--- config.mk ---
export PLATFORM = sky130hd
export DESIGN_NAME = ddma_mem_arbiter
export DESIGN_NICKNAME = d
export VERILOG_FILES = /design/src/rtl/ddma_mem_arbiter.sv
export SDC_FILE = /design/constraint.sdc
export NUM_CORES = 1
export LEC_CHECK = 0
export CORE_AREA = 2 2 104 106
export CTS_CLUSTER_DIAMETER = 40
export DETAILED_ROUTE_END_ITERATION = 10
export DIE_AREA = 0 0 106 108
export GPL_ROUTABILITY_DRIVEN = 0
export GPL_TIMING_DRIVEN = 0
export PLACE_DENSITY = 0.7
export SKIP_LAST_GASP = 1
export SLEW_MARGIN = 20
export SYNTH_ARGS = -nofsm -noshare
export SYNTH_HDL_FRONTEND = slang
export SYNTH_SLANG_ARGS = --single-unit
--- constraint.sdc ---
create_clock -name clock -period 1.8 [get_ports clock]
set_clock_uncertainty 0.2 [all_clocks]
set_input_delay 0.36 -clock clock [delete_from_list [all_inputs] [get_ports clock]]
set_output_delay 0.36 -clock clock [all_outputs]
set_load 0.02 [all_outputs]
--- src/rtl/ddma_mem_arbiter.sv ---
// ddma_mem_arbiter: round-robin single-port memory arbiter with burst grain; optional stats via DDMA_ARB_STATS_EN
module ddma_mem_arbiter #(
    parameter int NUM_REQ    = 2,
    parameter int ADDR_WIDTH = 32,
    parameter int DATA_WIDTH = 32,
    parameter int GRAIN      = 3
) (
    input  logic                             clock,
    input  logic                             reset,
    input  logic [NUM_REQ-1:0]               req_i,
    input  logic [NUM_REQ-1:0]               we_i,
    input  logic [NUM_REQ*ADDR_WIDTH-1:0]    addr_i,
    input  logic [NUM_REQ*DATA_WIDTH-1:0]    wdata_i,
    output logic [NUM_REQ-1:0]               gnt_o,
    output logic [NUM_REQ-1:0]               rvalid_o,
    output logic [DATA_WIDTH-1:0]            rdata_o,
    output logic [$clog2(NUM_REQ)-1:0]       owner_o,
    output logic [ADDR_WIDTH-1:0]            mem_addr_o,
    output logic [DATA_WIDTH-1:0]            mem_data_o,
    output logic                             mem_wb_o,
    output logic                             mem_enable_o,
    input  logic [DATA_WIDTH-1:0]            mem_data_i
`ifdef DDMA_ARB_STATS_EN
    ,
    output logic [NUM_REQ*32-1:0]            grant_cnt_o,
    output logic [NUM_REQ*16-1:0]            max_wait_o,
    input  logic                             stats_clr_i
`endif
);
    localparam int OW = $clog2(NUM_REQ);
    localparam int GW = $clog2(GRAIN + 1);

    typedef enum logic {ARB_IDLE, ARB_OWN} arb_state_t;

    arb_state_t      state, state_n;
    logic [OW-1:0]   owner, owner_n, ptr, ptr_n, first_ptr, next_own;
    logic [GW-1:0]   gcnt, gcnt_n;
    logic            granted, other;
    logic [DATA_WIDTH-1:0] rdata_q;

    assign owner_o = owner;
    assign rdata_o = |rvalid_o ? mem_data_i : rdata_q;

    // round-robin search: first pending from ptr (inclusive) and first pending after owner
    always_comb begin
        first_ptr = ptr;
        next_own  = owner;
        for (int k = NUM_REQ - 1; k >= 0; k--)
            if (req_i[(int'(ptr) + k) % NUM_REQ]) first_ptr = OW'((int'(ptr) + k) % NUM_REQ);
        for (int k = NUM_REQ - 1; k >= 1; k--)
            if (req_i[(int'(owner) + k) % NUM_REQ]) next_own = OW'((int'(owner) + k) % NUM_REQ);
    end

    // next-state, hand-over decision and memory-side outputs
    always_comb begin
        granted      = state == ARB_OWN && req_i[owner];
        other        = |(req_i & ~(NUM_REQ'(1) << owner));
        state_n      = state;
        owner_n      = owner;
        ptr_n        = ptr;
        gcnt_n       = gcnt;
        gnt_o        = granted ? NUM_REQ'(1) << owner : '0;
        mem_enable_o = granted;
        mem_wb_o     = granted && we_i[owner];
        mem_addr_o   = granted ? addr_i[owner*ADDR_WIDTH +: ADDR_WIDTH] : '0;
        mem_data_o   = granted ? wdata_i[owner*DATA_WIDTH +: DATA_WIDTH] : '0;
        if (state == ARB_IDLE) begin
            if (|req_i) begin
                state_n = ARB_OWN;
                owner_n = first_ptr;
                gcnt_n  = GW'(GRAIN);
            end
        end else if (other && (!granted || gcnt == GW'(1))) begin
            owner_n = next_own;
            gcnt_n  = GW'(GRAIN);
        end else if (!granted) begin
            state_n = ARB_IDLE;
            ptr_n   = OW'((int'(owner) + 1) % NUM_REQ);
        end else begin
            gcnt_n  = gcnt == GW'(1) ? gcnt : gcnt - GW'(1);
        end
    end

    // arbitration state plus read-return tag and held read data
    always_ff @(posedge clock) begin
        if (reset) begin
            state    <= ARB_IDLE;
            owner    <= '0;
            ptr      <= '0;
            gcnt     <= GW'(GRAIN);
            rvalid_o <= '0;
            rdata_q  <= '0;
        end else begin
            state    <= state_n;
            owner    <= owner_n;
            ptr      <= ptr_n;
            gcnt     <= gcnt_n;
            rvalid_o <= (granted && !we_i[owner]) ? gnt_o : '0;
            if (|rvalid_o) rdata_q <= mem_data_i;
        end
    end

`ifdef DDMA_ARB_STATS_EN
    for (genvar i = 0; i < NUM_REQ; i++) begin : g_stats
        logic [31:0] gc;
        logic [15:0] mw, wc;
        assign grant_cnt_o[i*32 +: 32] = gc;
        assign max_wait_o[i*16 +: 16]  = mw;
        // saturating grant count, current wait length and longest wait seen
        always_ff @(posedge clock) begin
            if (reset || stats_clr_i) begin
                gc <= '0;
                mw <= '0;
                wc <= '0;
            end else if (gnt_o[i]) begin
                gc <= &gc ? gc : gc + 32'd1;
                mw <= wc > mw ? wc : mw;
                wc <= '0;
            end else begin
                wc <= !req_i[i] ? '0 : (&wc ? wc : wc + 16'd1);
            end
        end
    end
`endif
endmodule

==> impl_results.md <==
* FMAX at between 400 and 500 MHz
* Synth Area in Compound Gates at 0.262
* Drt total wl at 11800 um
* VDD IR-drop max at 601 uV
* Post-synth EDFFs at 0
* Cells after Synth at around 220
* Crit path capture type: output port
* Internal power at ~2.2 mW
* Routed Antenna Nets at 0
* Synth cell types at 28
* Setup TNS at -25.92 ns
* WP data arrival at 1.61 ns
* Post-DP Area at 5240 sq um
* Row count at 37
* Average size of a mapped cell at 10.6 sq um
* Kind of critical path: register to output port
* Final #Nets at 708
* Worst Path Max Fanout at 5
* CP bufs+invs at 5
* YS warnings at 0
* Failing checks: negative setup slack
* Worst setup SP type: register
* Hold WS at 0.227 ns
* Total CTS buffers at 5
* Vias in the first global route at 3179
* Top Metal Used: met4
* Initial DRC Count at 124
* Post-layout util at 0.604
* Largest stage delay on the critical path at 0.36 ns
* IO Port Bufs at 268
* First-pass detailed-route iteration total at 4
* First-pass GRT wire length at about 17000 um
* I/O pin count at 269
* Clock slew seen by the registers of the worst setup and hold paths at 0.07 ns
* Hold path depth at 2
* CTS H-tree depth at 2
* Period minus WS final at 2.17 ns
* Placed Cells at 628
* Area of the multi-input gates at between 1000 and 1500 sq um
* Largest family of logic cells by synthesized area: compound AO/OA/AOI/OAI gates
* Async set-reset flop share out of synthesis at 0
* Num Clock Sinks at 39
* Met3 wire len at 1050 um
* Clock latency on the worst-skew pair at 0.28 ns
* GR Util All Layers at 0.187
* Post-CTS Hold Buffers at 0
* FF/Latch Area at 791 sq um
* Design Area, Final at 6180 sq um
* DR WL/cell at approximately 17 um
* Post-Synth Adder-Cell Area at 0.00525
* Slowest cell on the critical path: dfxtp_4
* Hold path start: req_i[0]
* Stages on the worst setup path at 8
* Crit. Startpoint: state
* Drt drc at 0
* Mux cell area share after synthesis at 0.194
* DP Wirelength at 8470 um
* Worst-case reg-to-reg path depth at 5
* Met2 wire len at 6410 um
* Share of layout cells above drive strength 1 at 0.395
* Register bit count reported by yosys at 39
* Final worst setup slack at -0.371 ns
* Switching power at ~0.74 mW
* Fin. max-slew vios at 0
* Final cell count without fillers at between 600 and 700
* Post-Syn Nets at between 300 and 400
* Die footprint at 11400 sq um
* Largest delay share family, worst path: buffers and inverters
* Sequential area share after synthesis at 0.327
* Slew @ Worst Pin at 0.440 ns
* Unrepaired setup endpoints after global routing: true
* Crit Reg-Reg Startpoint: owner_o
* Simple-Gate Fraction of Synth Area at 0.126
* Sw Share at 0.252
* Ys flop type: dfxtp_1
* Slew HR at 0.707
* Via density at 4.60
* Fin crit share at 1.21
* Longest Clk Path Bufs at 2
* GRT overflow at 0
* DIE HEIGHT at 108 um
* Core area at 10200 sq um
* Fin. Hold Viols at 0
* Initial Util at 0.233
* Post-Synth XOR/XNOR Area at 0
* Die X at 106 um
* Pin count of the biggest net entering global routing at 13
* Inserted Diodes at 0
* Worst path required time at 1.24 ns
* Critical-path cell list: nand2_4 > nor2_4 > buf_8 > buf_12 > buf_12 > buf_8 > a22o_1 > buf_6
* CTS tree: done
* Netlist Area Pre-Place at 2380 sq um
* Run status: complete, but fails checks
* Clock power share at 0.292
* Hold Path Class: input port to register
* Clk root buf: clkbuf_8
* Met1 WL at roughly 4300 um
* Pwr dens at 474 nW/um^2
* Leakage at 2.77 nW
* Final setup fails at 100
* Fill cells at 855
* Comb pwr share at 0.402
* Seq pwr share at 0.306
* Initial antenna violation count at 0
* Area Overhead vs Synth at 159%
* Via count at approximately 3100
* Max Cap Viol at 0
-- path summary, 6_finish.rpt --
kind	to	slack [ns]
min	owner_o	0.23
max reg2reg	gcnt[0]	0.18
max	mem_data_o[6]	-0.37
min reg2reg	ptr	0.32
-- stage by stage --
step                      setup WS [ns]  total power [mW]
final                            -0.371              2.93
after global routing             -0.430              3.06
after CTS                        -0.454              2.88
after detailed placement          -1.11              1.90
after global placement            -1.11              1.90
after floorplan                 -0.0444              1.29
-- synthesized netlist by cell type (all sizes together), types with 2 or more instances --
| library cell | count | area (sq um) |
|---|---|---|
| a22o | 64 | 561 |
| dfxtp | 39 | 781 |
| mux2 | 33 | 443 |
| nor2b | 31 | 194 |
| buf | 19 | 174 |
| nor2 | 7 | 36.3 |
| clkbuf | 4 | 15.0 |
| inv | 4 | 15.0 |
| nor4 | 4 | 25.0 |
| a21oi | 3 | 15.0 |
| a221oi | 3 | 26.3 |
| mux2i | 2 | 20.0 |
| nand2 | 2 | 7.51 |
-- state kept, by name (all words and copies together) (netlist names) --
| signal | flops |
|---|---|
| ptr | 1 |
| owner_o | 1 |
| rdata_q | 32 |
| gcnt | 2 |
| rvalid_o | 2 |
| state | 1 |
-- power groups by stage --
| stage | clock network [mW] | registers [mW] | logic [mW] |
|---|---|---|---|
| after floorplan | 0 | 0.914 | 0.373 |
| after global placement | 0 | 0.912 | 0.984 |
| after detailed placement | 0 | 0.913 | 0.991 |
| after CTS | 0.878 | 0.894 | 1.11 |
| after global routing | 0.928 | 0.900 | 1.23 |
| final | 0.855 | 0.897 | 1.18 |
-- timing repair --
| item | CTS | global route |
|---|---|---|
| cloned | 9 | 6 |
| pin swaps | 46 | 29 |
| resized for setup | 500 | 182 |
| endpoints found under the setup margin | 104 | 100 |
| buffers inserted | 25 | 16 |
-- cell usage in the layout (no fill, tap or decap), types with 3 or more instances in the layout --
cell type | synthesis | routed
mux2_2 | 10 | 6
clkbuf_16 | 0 | 6
a22o_1 | 64 | 64
buf_12 | 0 | 9
buf_8 | 0 | 13
clkbuf_8 | 0 | 5
buf_4 | 4 | 18
nor2_1 | 5 | 5
inv_1 | 4 | 4
clkdlybuf4s50_1 | 0 | 163
buf_2 | 4 | 3
clkbuf_1 | 4 | 4
dfxtp_1 | 39 | 35
clkbuf_2 | 0 | 7
nor2b_1 | 31 | 31
buf_6 | 11 | 107
nor4_1 | 4 | 4
a21oi_1 | 3 | 3
a221oi_1 | 3 | 3
mux2_4 | 19 | 26
dlygate4sd2_1 | 0 | 3
-- layer usage --
layer,track usage,vias up
li1,-,1477
met1,0.202,1487
met2,0.361,146
met3,0.0585,7
met4,0.0320,0
met5,0,-
-- final cells by class --
type	count	share of cell area
plain buffers	17	0.0338
clock buffers	6	0.0117
clock inverters	2	0.00972
inverters	4	0.00243
multi-input cells	158	0.236
flip-flops and latches	39	0.128
well taps	136	0.0275
repair buffers	316	0.551
-- worst register-to-register path, stage by stage, from the launching register on --
cell	delay, ns
dfxtp_4	0.38
buf_6	0.13
buf_4	0.11
mux2_2	0.33
nor4_1	0.23
a221oi_1	0.10
-- cell families after synthesis --
group,count (synthesis)
simple gates,49
flops,39
mux,35
compound gates,73
fa+ha+maj,1
buf+inv,27
No activity file was read; power rests on OpenSTA's default activity.
